[src/rtl/ooo_reorder_buffer_if.sv]
// ooo_reorder_buffer_if: dispatch, CDB and commit signals of the reorder buffer.
// With OOO_ROB_FWD_EN defined it also carries the rename-stage operand lookup port.
interface ooo_reorder_buffer_if #(
    parameter int DEPTH = 8,
    parameter int TAG_W = $clog2(DEPTH)
);
    logic             flush;
    logic             alloc_valid;
    logic [4:0]       alloc_rd;
    logic             alloc_wen;
    logic             alloc_ready;
    logic [TAG_W-1:0] alloc_tag;
    logic             cdb_valid;
    logic [TAG_W-1:0] cdb_tag;
    logic [31:0]      cdb_data;
    logic             commit_valid;
    logic [4:0]       commit_rd;
    logic [31:0]      commit_data;
    logic             commit_wen;
    logic [TAG_W:0]   count;
`ifdef OOO_ROB_FWD_EN
    logic [4:0]       lu_rs;
    logic             lu_hit;
    logic             lu_ready;
    logic [31:0]      lu_data;
    logic [TAG_W-1:0] lu_tag;
`endif
    modport master (
        output flush, alloc_valid, alloc_rd, alloc_wen, cdb_valid, cdb_tag, cdb_data,
`ifdef OOO_ROB_FWD_EN
        output lu_rs,
        input  lu_hit, lu_ready, lu_data, lu_tag,
`endif
        input  alloc_ready, alloc_tag, commit_valid, commit_rd, commit_data, commit_wen, count
    );
    modport slave (
        input  flush, alloc_valid, alloc_rd, alloc_wen, cdb_valid, cdb_tag, cdb_data,
`ifdef OOO_ROB_FWD_EN
        input  lu_rs,
        output lu_hit, lu_ready, lu_data, lu_tag,
`endif
        output alloc_ready, alloc_tag, commit_valid, commit_rd, commit_data, commit_wen, count
    );
endinterface

[src/rtl/ooo_reorder_buffer.sv]
// ooo_reorder_buffer: circular ROB, in-order alloc, out-of-order CDB completion, in-order commit.
// OOO_ROB_FWD_EN adds a youngest-match operand lookup for rename forwarding.
module ooo_reorder_buffer #(
    parameter int DEPTH = 8,
    parameter int TAG_W = $clog2(DEPTH)
) (
    input logic clock,
    input logic reset,
    ooo_reorder_buffer_if.slave rob
);
    logic [DEPTH-1:0] valid, done, wen;
    logic [4:0]       rd   [DEPTH];
    logic [31:0]      data [DEPTH];
    logic [TAG_W-1:0] head, tail;
    logic [TAG_W:0]   cnt;
    logic             do_alloc, do_cdb, do_commit;

    assign rob.alloc_ready = cnt != (TAG_W+1)'(DEPTH);
    assign rob.alloc_tag   = tail;
    assign rob.count       = cnt;
    assign do_alloc  = rob.alloc_valid & rob.alloc_ready;
    assign do_cdb    = rob.cdb_valid & valid[rob.cdb_tag] & ~done[rob.cdb_tag];
    assign do_commit = valid[head] & done[head] & ~rob.flush & ~reset;

    always_comb begin
        rob.commit_valid = do_commit;
        rob.commit_rd    = do_commit ? rd[head] : '0;
        rob.commit_data  = do_commit ? data[head] : '0;
        rob.commit_wen   = do_commit & wen[head] & (rd[head] != 5'd0);
    end

    // alloc only touches tail (invalid unless full) and CDB only valid entries, so updates never collide
    always_ff @(posedge clock) begin
        if (reset | rob.flush) begin
            valid <= '0;
            done  <= '0;
            head  <= '0;
            tail  <= '0;
            cnt   <= '0;
        end else begin
            if (do_alloc) begin
                valid[tail] <= 1'b1;
                done[tail]  <= 1'b0;
                wen[tail]   <= rob.alloc_wen;
                rd[tail]    <= rob.alloc_rd;
                tail        <= tail + TAG_W'(1);
            end
            if (do_cdb) begin
                done[rob.cdb_tag] <= 1'b1;
                data[rob.cdb_tag] <= rob.cdb_data;
            end
            if (do_commit) begin
                valid[head] <= 1'b0;
                head        <= head + TAG_W'(1);
            end
            cnt <= cnt + (TAG_W+1)'(do_alloc) - (TAG_W+1)'(do_commit);
        end
    end

`ifdef OOO_ROB_FWD_EN
    logic [TAG_W-1:0] idx;
    // walk from oldest to youngest so the last match is the nearest to tail
    always_comb begin
        idx         = '0;
        rob.lu_hit  = 1'b0;
        rob.lu_tag  = '0;
        for (int i = 0; i < DEPTH; i++) begin
            idx = head + TAG_W'(i);
            if (valid[idx] && wen[idx] && rd[idx] == rob.lu_rs && rob.lu_rs != 5'd0) begin
                rob.lu_hit = 1'b1;
                rob.lu_tag = idx;
            end
        end
        rob.lu_ready = rob.lu_hit & done[rob.lu_tag];
        rob.lu_data  = rob.lu_ready ? data[rob.lu_tag] : '0;
    end
`endif
endmodule
[src/flat_wrapper.sv]
// flat-port wrapper written by rule: the top's interface ports become plain ports
module ooo_reorder_buffer_flat 
#(
    parameter int DEPTH = 8,
    parameter int TAG_W = $clog2(DEPTH)
)
  (clock, reset, rob_flush, rob_alloc_valid, rob_alloc_rd, rob_alloc_wen, rob_cdb_valid, rob_cdb_tag, rob_cdb_data, rob_alloc_ready, rob_alloc_tag, rob_commit_valid, rob_commit_rd, rob_commit_data, rob_commit_wen, rob_count);
  ooo_reorder_buffer_if #(.DEPTH(DEPTH), .TAG_W(TAG_W)) rob_i ();
  input logic clock;
  input logic reset;
  input wire logic [$bits(rob_i.flush)-1:0] rob_flush;
  input wire logic [$bits(rob_i.alloc_valid)-1:0] rob_alloc_valid;
  input wire logic [$bits(rob_i.alloc_rd)-1:0] rob_alloc_rd;
  input wire logic [$bits(rob_i.alloc_wen)-1:0] rob_alloc_wen;
  input wire logic [$bits(rob_i.cdb_valid)-1:0] rob_cdb_valid;
  input wire logic [$bits(rob_i.cdb_tag)-1:0] rob_cdb_tag;
  input wire logic [$bits(rob_i.cdb_data)-1:0] rob_cdb_data;
  output wire logic [$bits(rob_i.alloc_ready)-1:0] rob_alloc_ready;
  output wire logic [$bits(rob_i.alloc_tag)-1:0] rob_alloc_tag;
  output wire logic [$bits(rob_i.commit_valid)-1:0] rob_commit_valid;
  output wire logic [$bits(rob_i.commit_rd)-1:0] rob_commit_rd;
  output wire logic [$bits(rob_i.commit_data)-1:0] rob_commit_data;
  output wire logic [$bits(rob_i.commit_wen)-1:0] rob_commit_wen;
  output wire logic [$bits(rob_i.count)-1:0] rob_count;
  assign rob_i.flush = rob_flush;
  assign rob_i.alloc_valid = rob_alloc_valid;
  assign rob_i.alloc_rd = rob_alloc_rd;
  assign rob_i.alloc_wen = rob_alloc_wen;
  assign rob_i.cdb_valid = rob_cdb_valid;
  assign rob_i.cdb_tag = rob_cdb_tag;
  assign rob_i.cdb_data = rob_cdb_data;
  assign rob_alloc_ready = rob_i.alloc_ready;
  assign rob_alloc_tag = rob_i.alloc_tag;
  assign rob_commit_valid = rob_i.commit_valid;
  assign rob_commit_rd = rob_i.commit_rd;
  assign rob_commit_data = rob_i.commit_data;
  assign rob_commit_wen = rob_i.commit_wen;
  assign rob_count = rob_i.count;
  ooo_reorder_buffer #(.DEPTH(DEPTH), .TAG_W(TAG_W)) u_core (.clock(clock), .reset(reset), .rob(rob_i));
endmodule
[config.mk]
export PLATFORM = sky130hd
export DESIGN_NAME = ooo_reorder_buffer_flat
export DESIGN_NICKNAME = d
export VERILOG_FILES = /design/src/rtl/ooo_reorder_buffer_if.sv /design/src/rtl/ooo_reorder_buffer.sv /design/src/flat_wrapper.sv
export SDC_FILE = /design/constraint.sdc
export NUM_CORES = 1
export LEC_CHECK = 0
export ABC_AREA = 1
export BUFFER_PORTS_ARGS = -buffer_cell sky130_fd_sc_hd__buf_2
export CAP_MARGIN = 0
export CORE_AREA = 4 4 158 175
export CTS_CLUSTER_SIZE = 30
export DETAILED_ROUTE_END_ITERATION = 8
export DIE_AREA = 0 0 162 179
export PLACE_DENSITY = 0.74
export SKIP_LAST_GASP = 1
export SYNTH_ARGS = -nofsm -noshare
export SYNTH_HDL_FRONTEND = slang
export SYNTH_SLANG_ARGS = --single-unit
export TNS_END_PERCENT = 5
[constraint.sdc]
create_clock -name clock -period 2.3 [get_ports clock]
set_input_delay 0.115 -clock clock [delete_from_list [all_inputs] [get_ports clock]]
set_output_delay 0.115 -clock clock [all_outputs]
set_load 0.005 [all_outputs]
==> metrics.csv <==
stage,metric,value,unit
drt,wl_met2,16800,um
drt,dr.pass1.iters,5,
power,p_per_area,730,nW/um2
worst_hold_path,min_path_type,in2reg,
finish,multi_input_area,3540,um2
worst_hold_path,min-delay-start,reset,
drt,drc,0,
logic_synthesis,synth_area,13800,um2
clock_network,clk_pin_slew,60,ps
clock_network,htreeDepth,2,
logic_synthesis,synth_xor_xnor_area_share,0.00127,
timing,drv_slew,0,
clock_network,cts_tree,done,
worst_setup_path,r2r_setup_slack,70,ps
worst_setup_path,start_kind,flop,
power,total_power,0.0122,W
timing,setup_viol,0,
logic_synthesis,synth_seq_cells,333,
power,leakagePower,6.46,nW
timing,fmax,449,MHz
drt,wl_per_cell,19.4,um
drt,vias_per_cell,5.65,
die,die_h,179,um
drt,final_antenna_net_count,0,
logic_synthesis,avgSynthCellArea,11.9,um2
timing,hold_violations,0,
clock_network,cts_buffers,34,
placement,dp_hpwl,17700,um
finish,num-fill-cells,1921,
power,vdd_drop_max,0.000429,V
die,boundaryPins,93,
logic_synthesis,yosysSeqAreaShare,0.704,
logic_synthesis,synth-simple-area-share,0.144,
timing,timing.final.crit_share,0.968,
worst_setup_path,cp_max_fo,5,
placement,gp_congestion,0.863,
timing,min_period,2230,ps
drt,totalWireLength,32900,um
clock_network,cts_num_sinks,333,
die,die_area,29000,um2
placement,dpl.cell_count,1583,
finish,drive_gt1_frac,0.194,
worst_setup_path,reg2reg_depth,15,
global_route,grt_start_max_net_pins,79,
clock_network,clockBufferDepth,3,
drt,met1_length,13400,um
finish,seqCellArea,9730,um2
global_route,antenna_found_initial,2,
status,run_status,finished clean,
drt,dr_wl_met3,2040,um
timing,tightest_slew,676,ps
worst_setup_path,rr_startpoint,u_core.head[2],
logic_synthesis,synth_cells,1160,
finish,final_cell_count_no_fill,1694,
timing,relSlewSlack,0.549,
logic_synthesis,synth_nets,1214,
flow_run,cap_violations,0,
placement,io_buffers,92,
timing,grt_setup_unrepaired,true,
drt,via_count,9573,
logic_synthesis,synth_top_family_by_area,simple AND/OR/NAND/NOR gates,
worst_setup_path,endpoint,u_core.rob.count[2],
finish,final_nets,1372,
logic_synthesis,synth.mux.area_fraction,0,
die,coreArea,25900,um2
worst_setup_path,crit_type,reg2reg,
worst_setup_path,crit_path_end_kind,flop,
drt,drtIter0Drc,840,
clock_network,cts_root_buf,clkbuf_16,
global_route,grt_pass1_wl,49700,um
logic_synthesis,synth-warning-count,0,
worst_setup_path,cp.arrival,2610,ps
finish,syn_to_final_growth,21.2,%
global_route,grt-ovfl-total,0,
logic_synthesis,synth_cell_types,32,
global_route,grt_usage,0.218,
worst_setup_path,r2r_end,u_core.rob.count[2],
drt,topRoutingLayerUsed,met5,
logic_synthesis,synth-compound-area-share,0.100,
die,start_util,0.532,
die,num_rows,62,
timing,clock_skew,10.1,ps
global_route,first_global_vias,9459,
logic_synthesis,synth_fa_ha_area_frac,0.00781,
die,die_x,162,um
clock_network,clkLatencyLatePin,500,ps
worst_setup_path,crit_path_start,u_core.head[2],
worst_setup_path,required,2680,ps
[cells in the mapped netlist]
library cell | n | share of area
a211oi_1 | 1 | 0.00054
a21oi_1 | 146 | 0.053
a22oi_1 | 64 | 0.035
and2_1 | 1 | 0.00045
buf_1 | 8 | 0.0022
buf_2 | 31 | 0.011
buf_4 | 2 | 0.0011
buf_6 | 4 | 0.0033
clkbuf_1 | 23 | 0.0063
clkbuf_2 | 1 | 0.00036
dfxtp_1 | 29 | 0.042
edfxtp_1 | 304 | 0.66
fa_1 | 1 | 0.0015
ha_1 | 7 | 0.0064
inv_1 | 57 | 0.016
inv_2 | 7 | 0.0019
nand2_1 | 229 | 0.062
nand2_4 | 1 | 0.00082
nand3_1 | 39 | 0.014
nand3_4 | 1 | 0.0013
nand3b_1 | 1 | 0.00054
nand4_1 | 12 | 0.0054
nor2_1 | 117 | 0.032
nor2_2 | 4 | 0.0018
nor3_1 | 5 | 0.0018
nor3_2 | 32 | 0.023
o211ai_1 | 3 | 0.0016
o21ai_0 | 24 | 0.0087
o21ai_2 | 2 | 0.0013
o22ai_1 | 1 | 0.00045
or2_1 | 1 | 0.00045
xor2_1 | 2 | 0.0013
[area by class of cell]
type / count / share of cell area
inverter: 64 / 0.0156
timing repair inverter: 1 / 0.000524
multi-input combinational: 694 / 0.212
clock inverter: 10 / 0.00591
timing repair buffer: 190 / 0.0982
antenna: 1 / 0.000150
sequential: 333 / 0.582
tap: 352 / 0.0264
clock buffer: 49 / 0.0593
[placed cells by master, fill, tap and decap left out, drive strengths merged]
master,netlist,final
dfxtp,29,29
xor2,2,2
diode,0,1
o21ai,26,26
o211ai,3,3
clkbuf,24,52
fa,1,1
edfxtp,304,304
nand2,230,230
nand3,40,40
nand3b,1,1
and2,1,1
dlygate4sd3,0,40
buf,45,147
a21oi,146,146
nor2,121,121
ha,7,7
a211oi,1,1
bufinv,0,2
clkinv,0,9
nand4,12,12
or2,1,1
inv,64,64
nor3,37,37
o22ai,1,1
a22oi,64,64
[sequential cells by signal, indices dropped and copies added (netlist names), named ones only]
register and cells:
u_core.wen 8, u_core.head 3, u_core.valid 8, u_core.data 256, u_core.done 8, u_core.rob.count 4, u_core.rd 40, u_core.rob.alloc_tag 3
[worst min path at each step]
| stage | endpoint | slack [ps] | depth (start not counted) |
|---|---|---|---|
| final | u_core.rob.count[3] | 70 | 5 |
| after global routing | u_core.rob.alloc_tag[2] | 100 | 5 |
| after CTS | u_core.done[0] | 50 | 4 |
| after detailed placement | u_core.data[1][29] | 380 | 1 |
| after global placement | u_core.data[2][13] | 380 | 1 |
| after floorplan | u_core.data[0][0] | 210 | 0 |
[layer usage]
metal  track usage  vias up
li1              -     4453
met1         0.281     4685
met2         0.384      367
met3        0.0327       66
met4        0.0652        2
met5             0        -
[kinds of logic after synthesis]
group,count (synthesis)
DFF,333
xor gates and xnor gates,2
and+or+nand+nor,443
AOI/OAI and AO/OA,241
buffers and inverters,133
adders and majority gates,8
[critical path, stage by stage (launching register included)]
cell and delay [ps]:
dfxtp_4 390, inv_2 50, nor2_4 160, nand3_2 80, nand2_2 90, inv_1 50, nand2_2 70, nand3_4 80
inv_2 70, ha_1 210, inv_1 60, ha_2 170, inv_1 50, fa_1 400, xor2_1 140, nor2_1 50
[through the flow]
| stage | instance area [um2] | hold WS [ps] | setup TNS, ps | setup slack, ps | utilization |
|---|---|---|---|---|---|
| after floorplan | 13800 | 214 | 0 | 3.42 | - |
| after global placement | 14900 | 379 | 0 | 41.1 | 0.576 |
| after detailed placement | 14900 | 384 | 0 | 14.0 | 0.576 |
| after CTS | 16500 | 50.3 | -42.2 | -21.8 | 0.636 |
| after global routing | 16700 | 105 | -139 | -45.1 | 0.645 |
| final | 16700 | 68.9 | 0 | 74.1 | 0.645 |
[power by group]
part / switching (W) / internal (W)
Sequential: 0.00000519 / 0.00660
Clock: 0.00214 / 0.00322
Combinational: 0.000145 / 0.0000984
[timing repair]
action / CTS / global route
buffers inserted: 0 / 6
endpoints found under the setup margin: 39 / 41
gates cloned: 1 / 4
pin swaps: 0 / 3
hold buffers: 40 / 0
endpoints found under the hold margin: 307 / 0
gates resized for setup: 11 / 24
(Power assumes the default switching activity.)
